$ cat src/rtl/exu_ctrl.sv
// Execute-stage controller: accepts decoded instructions, sequences ALU/MDU/memory
// completion, retires with a write-back strobe, and handles flushes and load-use bubbles.
module exu_ctrl #(
  parameter int         XREG_ADDRWIDTH = 5,
  parameter logic [6:0] OPCODE_ALR     = 7'b0110011,
  parameter logic [6:0] OPCODE_LOAD    = 7'b0000011,
  parameter logic [6:0] OPCODE_STORE   = 7'b0100011,
  parameter logic [6:0] OPCODE_BRANCH  = 7'b1100011
) (
  input  logic                      clk,
  input  logic                      rst_n,
  input  logic                      id_valid_in,
  output logic                      id_ready_out,
  input  logic [6:0]                id_opcode_in,
  input  logic [6:0]                id_func7_in,
  input  logic                      id_rd_en_in,
  input  logic [XREG_ADDRWIDTH-1:0] id_rd_addr_in,
  input  logic [XREG_ADDRWIDTH-1:0] id_rs1_addr_in,
  input  logic [XREG_ADDRWIDTH-1:0] id_rs2_addr_in,
  input  logic                      alu_branch_flag_in,
  input  logic                      mem_ready_in,
  output logic                      mdu_start_out,
  input  logic                      mdu_done_in,
  output logic                      ex_valid_out,
  output logic                      flush_out,
  output logic                      wb_en_out,
  output logic [XREG_ADDRWIDTH-1:0] wb_rd_addr_out,
  output logic [31:0]               retire_cnt_out,
  output logic                      exu_err_out
);

  localparam logic [2:0] ST_IDLE  = 3'd0;
  localparam logic [2:0] ST_EXEC  = 3'd1;
  localparam logic [2:0] ST_MDU   = 3'd2;
  localparam logic [2:0] ST_MEM   = 3'd3;
  localparam logic [2:0] ST_FLUSH = 3'd4;

  localparam logic [XREG_ADDRWIDTH-1:0] X0 = {XREG_ADDRWIDTH{1'b0}};
  localparam logic [5:0] MDU_LIMIT = 6'd63;

  logic [2:0]                r_state;
  logic [6:0]                r_opcode;
  logic [6:0]                r_func7;
  logic                      r_rd_en;
  logic [XREG_ADDRWIDTH-1:0] r_rd_addr;
  logic [5:0]                r_mdu_cnt;
  logic [31:0]               r_retire_cnt;
  logic                      r_err;
  logic                      r_ex_valid;

  logic [2:0] w_next_state;
  logic       w_ready;
  logic       w_flush;
  logic       w_start;
  logic       w_retire;
  logic       w_timeout;
  logic       w_accept;
  logic       w_hazard;
  logic       w_is_ls;
  logic       w_ex_is_mdu;
  logic       w_new_is_mdu;
  logic       w_wb_capable;

  assign w_is_ls      = (r_opcode == OPCODE_LOAD) || (r_opcode == OPCODE_STORE);
  assign w_ex_is_mdu  = (r_opcode == OPCODE_ALR) && (r_func7 == 7'b0000001);
  assign w_new_is_mdu = (id_opcode_in == OPCODE_ALR) && (id_func7_in == 7'b0000001);
  assign w_wb_capable = r_rd_en && (r_rd_addr != X0) &&
                        (r_opcode != OPCODE_STORE) && (r_opcode != OPCODE_BRANCH);
  // A retiring load whose destination feeds the next instruction forces one bubble.
  assign w_hazard     = (r_opcode == OPCODE_LOAD) && r_rd_en && (r_rd_addr != X0) &&
                        ((id_rs1_addr_in == r_rd_addr) || (id_rs2_addr_in == r_rd_addr));

  // Next-state, retirement and handshake decode.
  always_comb begin
    w_next_state = r_state;
    w_ready      = 1'b0;
    w_flush      = 1'b0;
    w_start      = 1'b0;
    w_retire     = 1'b0;
    w_timeout    = 1'b0;
    case (r_state)
      ST_IDLE: begin
        w_ready = 1'b1;
      end
      ST_EXEC: begin
        if (alu_branch_flag_in) begin
          w_retire     = 1'b1;
          w_flush      = 1'b1;
          w_next_state = ST_FLUSH;
        end else if (w_is_ls && !mem_ready_in) begin
          w_next_state = ST_MEM;
        end else begin
          w_retire     = 1'b1;
          w_ready      = !w_hazard;
          w_next_state = ST_IDLE;
        end
      end
      ST_MDU: begin
        w_start = (r_mdu_cnt == 6'd0) && w_ex_is_mdu;
        if (mdu_done_in) begin
          w_retire     = 1'b1;
          w_next_state = ST_IDLE;
        end else if (r_mdu_cnt == MDU_LIMIT) begin
          w_retire     = 1'b1;
          w_timeout    = 1'b1;
          w_next_state = ST_IDLE;
        end else begin
          w_next_state = ST_MDU;
        end
      end
      ST_MEM: begin
        if (mem_ready_in) begin
          w_retire     = 1'b1;
          w_next_state = ST_IDLE;
        end else begin
          w_next_state = ST_MEM;
        end
      end
      ST_FLUSH: begin
        w_next_state = ST_IDLE;
      end
      default: begin
        w_next_state = ST_IDLE;
      end
    endcase
    w_accept = id_valid_in && w_ready && rst_n;
    if (w_accept) begin
      w_next_state = w_new_is_mdu ? ST_MDU : ST_EXEC;
    end else begin
      w_next_state = w_next_state;
    end
  end

  assign id_ready_out   = w_ready && rst_n;
  assign flush_out      = w_flush;
  assign mdu_start_out  = w_start;
  assign wb_en_out      = w_retire && !w_timeout && w_wb_capable;
  assign wb_rd_addr_out = r_rd_addr;
  assign ex_valid_out   = r_ex_valid;
  assign retire_cnt_out = r_retire_cnt;
  assign exu_err_out    = r_err;

  // State, EX register, MDU wait counter, retire counter and sticky error.
  always_ff @(posedge clk or negedge rst_n) begin
    if (!rst_n) begin
      r_state      <= ST_IDLE;
      r_opcode     <= 7'd0;
      r_func7      <= 7'd0;
      r_rd_en      <= 1'b0;
      r_rd_addr    <= X0;
      r_mdu_cnt    <= 6'd0;
      r_retire_cnt <= 32'd0;
      r_err        <= 1'b0;
      r_ex_valid   <= 1'b0;
    end else begin
      r_state    <= w_next_state;
      r_ex_valid <= (w_next_state == ST_EXEC) || (w_next_state == ST_MDU) ||
                    (w_next_state == ST_MEM);
      if (w_accept) begin
        r_opcode  <= id_opcode_in;
        r_func7   <= id_func7_in;
        r_rd_en   <= id_rd_en_in;
        r_rd_addr <= id_rd_addr_in;
        r_mdu_cnt <= 6'd0;
      end else if ((r_state == ST_MDU) && !mdu_done_in && (r_mdu_cnt != MDU_LIMIT)) begin
        r_mdu_cnt <= r_mdu_cnt + 6'd1;
      end else begin
        r_mdu_cnt <= r_mdu_cnt;
      end
      if (w_retire) begin
        r_retire_cnt <= r_retire_cnt + 32'd1;
      end else begin
        r_retire_cnt <= r_retire_cnt;
      end
      if (w_timeout) begin
        r_err <= 1'b1;
      end else begin
        r_err <= r_err;
      end
    end
  end

endmodule

$ cat config.mk
export PLATFORM = sky130hd
export DESIGN_NAME = exu_ctrl
export DESIGN_NICKNAME = d
export VERILOG_FILES = /design/src/rtl/exu_ctrl.sv
export SDC_FILE = /design/constraint.sdc
export NUM_CORES = 1
export LEC_CHECK = 0
export ABC_AREA = 1
export CAP_MARGIN = 0
export CORE_MARGIN = 1
export CORE_UTILIZATION = 45
export DETAILED_ROUTE_END_ITERATION = 8
export PLACE_DENSITY = 0.73
export RECOVER_POWER = 50
export SLEW_MARGIN = 20
export SYNTH_ARGS = -nofsm -noshare
export SYNTH_HDL_FRONTEND = slang
export SYNTH_SLANG_ARGS = --single-unit
$ cat constraint.sdc
create_clock -name clk -period 2.1 [get_ports clk]
set_clock_uncertainty 0.2 [all_clocks]
set_input_delay 0.42 -clock clk [delete_from_list [all_inputs] [get_ports clk]]
set_output_delay 0.42 -clock clk [all_outputs]
set_load 0.01 [all_outputs]
==> metrics.md, run 1 <==
| Metric | Value |
|---|---|
| Count leader, synth | nand2_1 |
| CP Launch Type | flip-flop |
| RD Place Congestion | approximately 0.9 |
| Worst-path clk slew | ~0.07 ns |
| Final Instance Area | roughly 5300 um2 |
| Period utilization | 112% |
| Fillcell total | 659 |
| Placed insts | 714 |
| Syn nets | 547 |
| Cell count after synthesis | between 500 and 600 |
| Yosys warnings | 0 |
| Hold Path Depth | 2 |
| # setup viols final | 12 |
| RSZ-0062 raised after global routing | yes |
| Top cells by area, synth | dfrtp_1, nand2_1, inv_1 |
| CTS H-tree depth | 3 |
| DRC viols | 0 |
| CP startpoint | r_func7[2] |
| Pwr Total | approximately 4.3 mW |
| Core Area | between 7000 and 8000 um2 |
| Worst r2r src | r_opcode[0] |
| Critical path capture point type | output port |
| Initial Utilization | between 40% and 50% |
| Syn Area/Cell | around 7.4 um2 |
| Post-synth top area share | about 42% |
| Clock Tree Buf Depth | 2 |
| Max VDD drop | about 0.36 mV |
| Full die area | 8690 um2 |
| Diode count | 0 |
| Hold Crit Start | exu_err_out |
| Boundary pin count | 79 |
| Chip Height | just over 90 um |
| DR vias | 3801 |
| Seq/Total Area, Yosys | between 40% and 50% |
| Critical path, cell by cell | nor2_1 > nand3b_1 > nor4_1 > buf_4 > nand3_4 > nor4_4 > buf_2 |
| Iteration-0 DRC count of the detailed router | around 200 |
| First-pass GRT wire length | between 15000 and 20000 um |
| DP HPWL | roughly 7000 um |
| PwrDens | 806 nW/um2 |
| GRT Total Usage | 24.1% |
| Status | finished, violations left |
| DR WL/cell | 13.3 um |
| Initial antenna violation count | 0 |
| Worst-Skew Late Latency | 0.35 ns |
| Synthesized area | ~3700 um2 |
| Clock root buffer | clkbuf_8 |
| Placed cell areas | around 5000 um2 |
| Routed vias/inst | slightly above 5 |
| Post-synth top flop | dfrtp_1 |
| Total routed wirelength | ~9900 um |
| Synth area leader | dfrtp_1 |
| CTS tree | done |
| Relative slew slack | 73.6% |
| GRT overflow | 0 |
| Commonest cells post-synth | nand2_1, inv_1, dfrtp_1, nor2_1, nand4_1 |
| CP max FO | 2 |
| Timing-limited maximum frequency | between 0.4 and 0.5 GHz |
| Sum Neg Setup Slack | -0.947 ns |
| LEAKAGE | roughly 2.7 nW |
| Final ANT Viol Nets | 0 |
| Port Buffers | 78 |
| P&R area growth vs syn | 41.3% |
| Slowest stage delay, CP | about 0.38 ns |
| PnR worst setup slack | -0.262 ns |
| Post-synth EDFFs | 0 |
| Largest net degree at the start of global routing | between 80 and 90 |
| Hold Path Class | reg2reg |
| Nets | just under 700 |
| Worst reg-to-reg path cell count | 11 |
| Layout cells sized above 1 | between 10% and 20% |
| CP max stage cell | dfrtp_1 |
| # rows | 32 |
| Fin cells | ~740 |
| CTS Sinks | between 60 and 70 |
| Final hold viol count | 0 |
| Final min period | between 2 and 2.5 ns |
| Async set-reset flop share out of synthesis | 100% |
| Synth unique cells | 30 |
| Crit Path Class | reg2out |
| Max-cap viol count | 0 |
| Die width | slightly above 90 um |
| Measured slew at the worst slew-check pin | 0.396 ns |
| Worst EP arrival | around 1.7 ns |
| Vias in the first global route | ~3800 |
| CP Data Required Time | about 1.5 ns |
| DRT Pass-1 Iters | 5 |
| Failing checks | setup timing |
| Yosys reg bits | 63 |
| CTS buffer count | 9 |
| Final Core Density | between 60% and 70% |
| Slew Limit Fails | 0 |
==> critical path, delay by kind of cell, from the launching register on <==
kind,cells,cell delay (ns)
buffers and inverters,2,0.35
DFF,1,0.38
and+or+nand+nor,5,0.67
==> area by class of cell <==
type | count | area (um2) | share of cell area (%)
Multi-Input combinational cell | 361 | 1930 | 36.5
Sequential cell | 63 | 1580 | 29.8
Clock buffer | 9 | 124 | 2.34
Inverter | 72 | 270 | 5.11
Clock inverter | 7 | 72.6 | 1.37
Timing Repair Buffer | 127 | 1180 | 22.4
Tap cell | 102 | 128 | 2.41
==> cells by family after synthesis <==
kind of cell	share of synthesized area, %
compound gates	3.04
xor+xnor	7.95
fa+ha+maj	1.00
buf+inv	9.16
flops	42.1
simple gates	36.7
==> report_power, final <==
group	switching, mW	leakage, nW	total (mW)	internal (mW)
logic	0.731	1.78	1.47	0.736
registers	0.270	0.788	1.73	1.46
clock network	0.519	0.0956	1.07	0.549
total	1.52	2.66	4.26	2.75
==> worst paths after layout <==
check	slack, ns	endpoint
worst max-delay path	-0.26	mdu_start_out
worst min-delay path	0.26	exu_err_out
worst max register to register	-0.06	retire_cnt_out[7]
worst min register to register	0.26	exu_err_out
max in group asynchronous	0.69	wb_rd_addr_out[4]
min in group asynchronous	0.68	retire_cnt_out[18]
==> flip-flops by register name, indices dropped and copies added (netlist names) <==
register	flops
retire_cnt_out	32
r_func7	7
r_opcode	7
r_mdu_cnt	6
wb_rd_addr_out	5
r_state	3
ex_valid_out	1
exu_err_out	1
r_rd_en	1
==> cells in the final DEF (no fill, tap or decap), drive strengths merged <==
master / Yosys / final
bufinv: 0 / 1
nand2: 163 / 163
clkdlybuf4s50: 0 / 62
dlymetal6s2s: 0 / 5
a21boi: 2 / 2
dlygate4sd3: 0 / 6
nor4: 6 / 6
xnor2: 8 / 8
clkbuf: 4 / 12
clkinv: 0 / 3
nand4: 37 / 37
clkinvlp: 0 / 2
dfrtp: 63 / 63
inv: 72 / 73
buf: 9 / 49
xor2: 26 / 26
clkdlybuf4s25: 0 / 1
nand3b: 2 / 2
nor2: 48 / 48
nand3: 20 / 21
a31o: 1 / 1
ha: 3 / 3
or2: 1 / 1
nor3: 25 / 25
clkdlybuf4s15: 0 / 1
o21ai: 14 / 14
a21oi: 4 / 4
==> metrics by stage <==
step / setup slack [ns] / hold slack [ns]
after floorplan: 0.0292 / -0.0756
after CTS: -0.287 / 0.267
after detailed placement: -0.664 / 0.249
after global placement: -0.667 / 0.246
after global routing: -0.333 / 0.282
final: -0.262 / 0.258
==> metal layers <==
layer	up-vias	routed length [um]	track usage (%)	share of wire (%)
met2	135	5020	42.2	51
li1	1878	-	-	-
met5	-	0	0	0
met3	29	436	3.66	4.4
met4	0	303	12.4	3.1
met1	1759	4120	28.5	42
==> what timing repair did <==
item | 4_1_cts | 5_1_grt
endpoints found under the setup margin | 6 | 51
resized for setup | 28 | 29
hold endpoints to repair | 63 | 0
pin swaps | 8 | 18
gates cloned | 0 | 1
hold buffers | 1 | 0
buffers inserted | 5 | 4
Note: power is estimated with default switching activity, not from simulation.
==> run 2, diff against run 1 <==
--- a/config.mk
+++ b/config.mk
@@ -11,7 +11,6 @@
 export CORE_UTILIZATION = 45
 export DETAILED_ROUTE_END_ITERATION = 8
 export PLACE_DENSITY = 0.73
-export RECOVER_POWER = 50
 export SLEW_MARGIN = 20
 export SYNTH_ARGS = -nofsm -noshare
 export SYNTH_HDL_FRONTEND = slang
==> metrics.md, run 2 (synthesized netlist as in run 1, its figures left out) <==
| Metric | Value |
|---|---|
| Status | finished, violations left |
| Failing checks | setup timing |
| Worst reg-to-reg path cell count | 11 (unchanged) |
| Pre-CTS setup slack | -0.664 ns (unchanged) |
| Measured slew at the worst slew-check pin | 0.394 ns (-0.00222 ns) |
| Slowest stage delay, CP | 0.38 ns (about the same) |
| P&R area growth vs syn | 41.8% |
| CP Data Required Time | 1.48 ns (about the same) |
| # rows | 32 (unchanged) |
| Hold Path Depth | 2 (unchanged) |
| CP max stage cell | dfrtp_1 |
| Hold Crit Start | exu_err_out |
| Nets | 673 (unchanged) |
| Critical path, cell by cell | nor2_1 > nand3b_1 > nor4_1 > buf_4 > nand3_4 > nor4_4 > buf_2 |
| Max-cap viol count | 0 (unchanged) |
| CTS buffer count | 9 (unchanged) |
| CTS tree | done |
| Fillcell total | 658 (-0.15%) |
| CP max FO | 2 (unchanged) |
| Chip Height | 93.2 um (unchanged) |
| Diode count | 0 (unchanged) |
| Max VDD drop | 0.362 mV (-0.17%) |
| FF-to-FF End | r_mdu_cnt[5] |
| Boundary pin count | 79 (unchanged) |
| Core Area | 7890 um2 (unchanged) |
| Max FFs per register | 32 (unchanged) |
| DRT Pass-1 Iters | 5 (unchanged) |
| Worst EP arrival | 1.73 ns (about the same) |
| Most common cell after layout, fill and taps aside | nand2_1 |
| DR WL/cell | 13.3 um (-0.33%) |
| Port Buffers | 78 (unchanged) |
| Final ANT Viol Nets | 0 (unchanged) |
| Largest net degree at the start of global routing | 87 (unchanged) |
| Iteration-0 DRC count of the detailed router | 195 (unchanged) |
| DRC viols | 0 (unchanged) |
| GRT Total Usage | 24.1% (unchanged) |
| Timing-limited maximum frequency | 0.425 GHz (+0.49%) |
| Critical path capture point type | output port |
| Initial antenna violation count | 0 (unchanged) |
| Final hold viol count | 0 (unchanged) |
| Period utilization | 112% (-0.54 points) |
| PnR worst setup slack | -0.251 ns (+0.0114 ns) |
| Initial Utilization | 47.5% (unchanged) |
| Die width | 93.2 um (unchanged) |
| Most frequent cells in the layout | nand2_1, inv_1, clkdlybuf4s50_1 |
| Clock root buffer | clkbuf_8 |
| Relative slew slack | 73.8% (+0.15 points) |
| Pwr Total | 4.28 mW (+0.35%) |
| CP Launch Type | flip-flop |
| WHS Endpoint | exu_err_out |
| CTS H-tree depth | 3 (unchanged) |
| CTS Sinks | 63 (unchanged) |
| Crit Path Class | reg2out |
| Final Core Density | 67.3% (+0.22 points) |
| GRT overflow | 0 (unchanged) |
| Reg2Reg Setup Slack | 0.12 ns (+0.18 ns) |
| RSZ-0062 raised after global routing | yes |
| DR vias | 3793 (-0.21%) |
| Placed cell areas | 4880 um2 (unchanged) |
| Worst-path clk slew | 0.07 ns (about the same) |
| Routed vias/inst | 5.12 (-0.21%) |
| Final Instance Area | 5310 um2 (+0.33%) |
| Worst r2r src | r_state[1] |
| Total routed wirelength | 9850 um (-0.33%) |
| PwrDens | 806 nW/um2 (about the same) |
| # setup viols final | 3 (-9) |
| Final min period | 2.35 ns (-0.0114 ns) |
| DP HPWL | 7140 um (unchanged) |
| Worst-Skew Late Latency | 0.35 ns (about the same) |
| Vias in the first global route | 3822 (unchanged) |
| RD Place Congestion | 0.915 (unchanged) |
| Full die area | 8690 um2 (unchanged) |
| Hold Path Class | reg2reg |
| Clock Tree Buf Depth | 2 (unchanged) |
| LEAKAGE | 2.69 nW (+0.82%) |
| First-pass GRT wire length | 16400 um (unchanged) |
| Slew Limit Fails | 0 (unchanged) |
| Layout cells sized above 1 | 16.6% (+0.31 points) |
run 2: cell count changes in the layout (fill, tap and decap cells not counted), sizes merged:
cell / previous run / this run
clkdlybuf4s25: 1 / 0
buf: 49 / 52
dlygate4sd3: 6 / 1
clkbuf: 12 / 9
dlymetal6s2s: 5 / 6
clkdlybuf4s50: 62 / 67
run 2: timing repair:
action	CTS	global route
pin swaps	8	18
buffers inserted	5	4
hold buffers	1	0
gates cloned	0	1
hold endpoints to repair	63	0
setup endpoints to repair	6	51
resized for setup	28	29
run 2: report_power, final:
group	switching [mW]	total (mW)	internal, mW
clock network	0.518	1.07	0.549
registers	0.272	1.73	1.46
logic	0.731	1.48	0.750
run 2: per-stage QoR:
step	std cells	hold slack, ns	setup TNS (ns)
global route	741	0.287	-0.996
CTS	736	0.267	-0.627
detailed placement	714	0.249	-12.12
global placement	714	0.246	-9.72
finish	741	0.263	-0.692
floorplan	508	-0.0756	0
run 2: how the worst max path moves through the flow:
| stage | startpoint | end |
|---|---|---|
| floorplan | r_mdu_cnt[0] | wb_en_out |
| global placement | id_rs2_addr_in[0] | id_ready_out |
| detailed placement | id_rs2_addr_in[3] | id_ready_out |
| CTS | r_func7[3] | mdu_start_out |
| global route | r_func7[2] | mdu_start_out |
| finish | r_func7[2] | mdu_start_out |
run 2: final cells by class:
type                    count  area [um2]  area share, %
multi-input cells         361        1930           36.4
flip-flops and latches     63        1580           29.8
repair buffers            127        1200           22.7
inverters                  72         270           5.09
well taps                 102         128           2.40
clock buffers               9         124           2.33
clock inverters             7        72.6           1.37
run 2: critical path, delay by kind of cell, from the launching register on:
kind / cells / cell delay (ns)
AND/OR/NAND/NOR: 5 / 0.66
flip-flops: 1 / 0.38
buffers and inverters: 2 / 0.36
run 2: per-layer routing:
metal | up-vias | GRT usage, % | share of wire [%]
li1 | 1876 | - | -
met1 | 1752 | 28.5 | 42
met2 | 134 | 42.2 | 51
met3 | 31 | 3.66 | 4.3
met4 | 0 | 12.4 | 3.1
met5 | - | 0 | 0
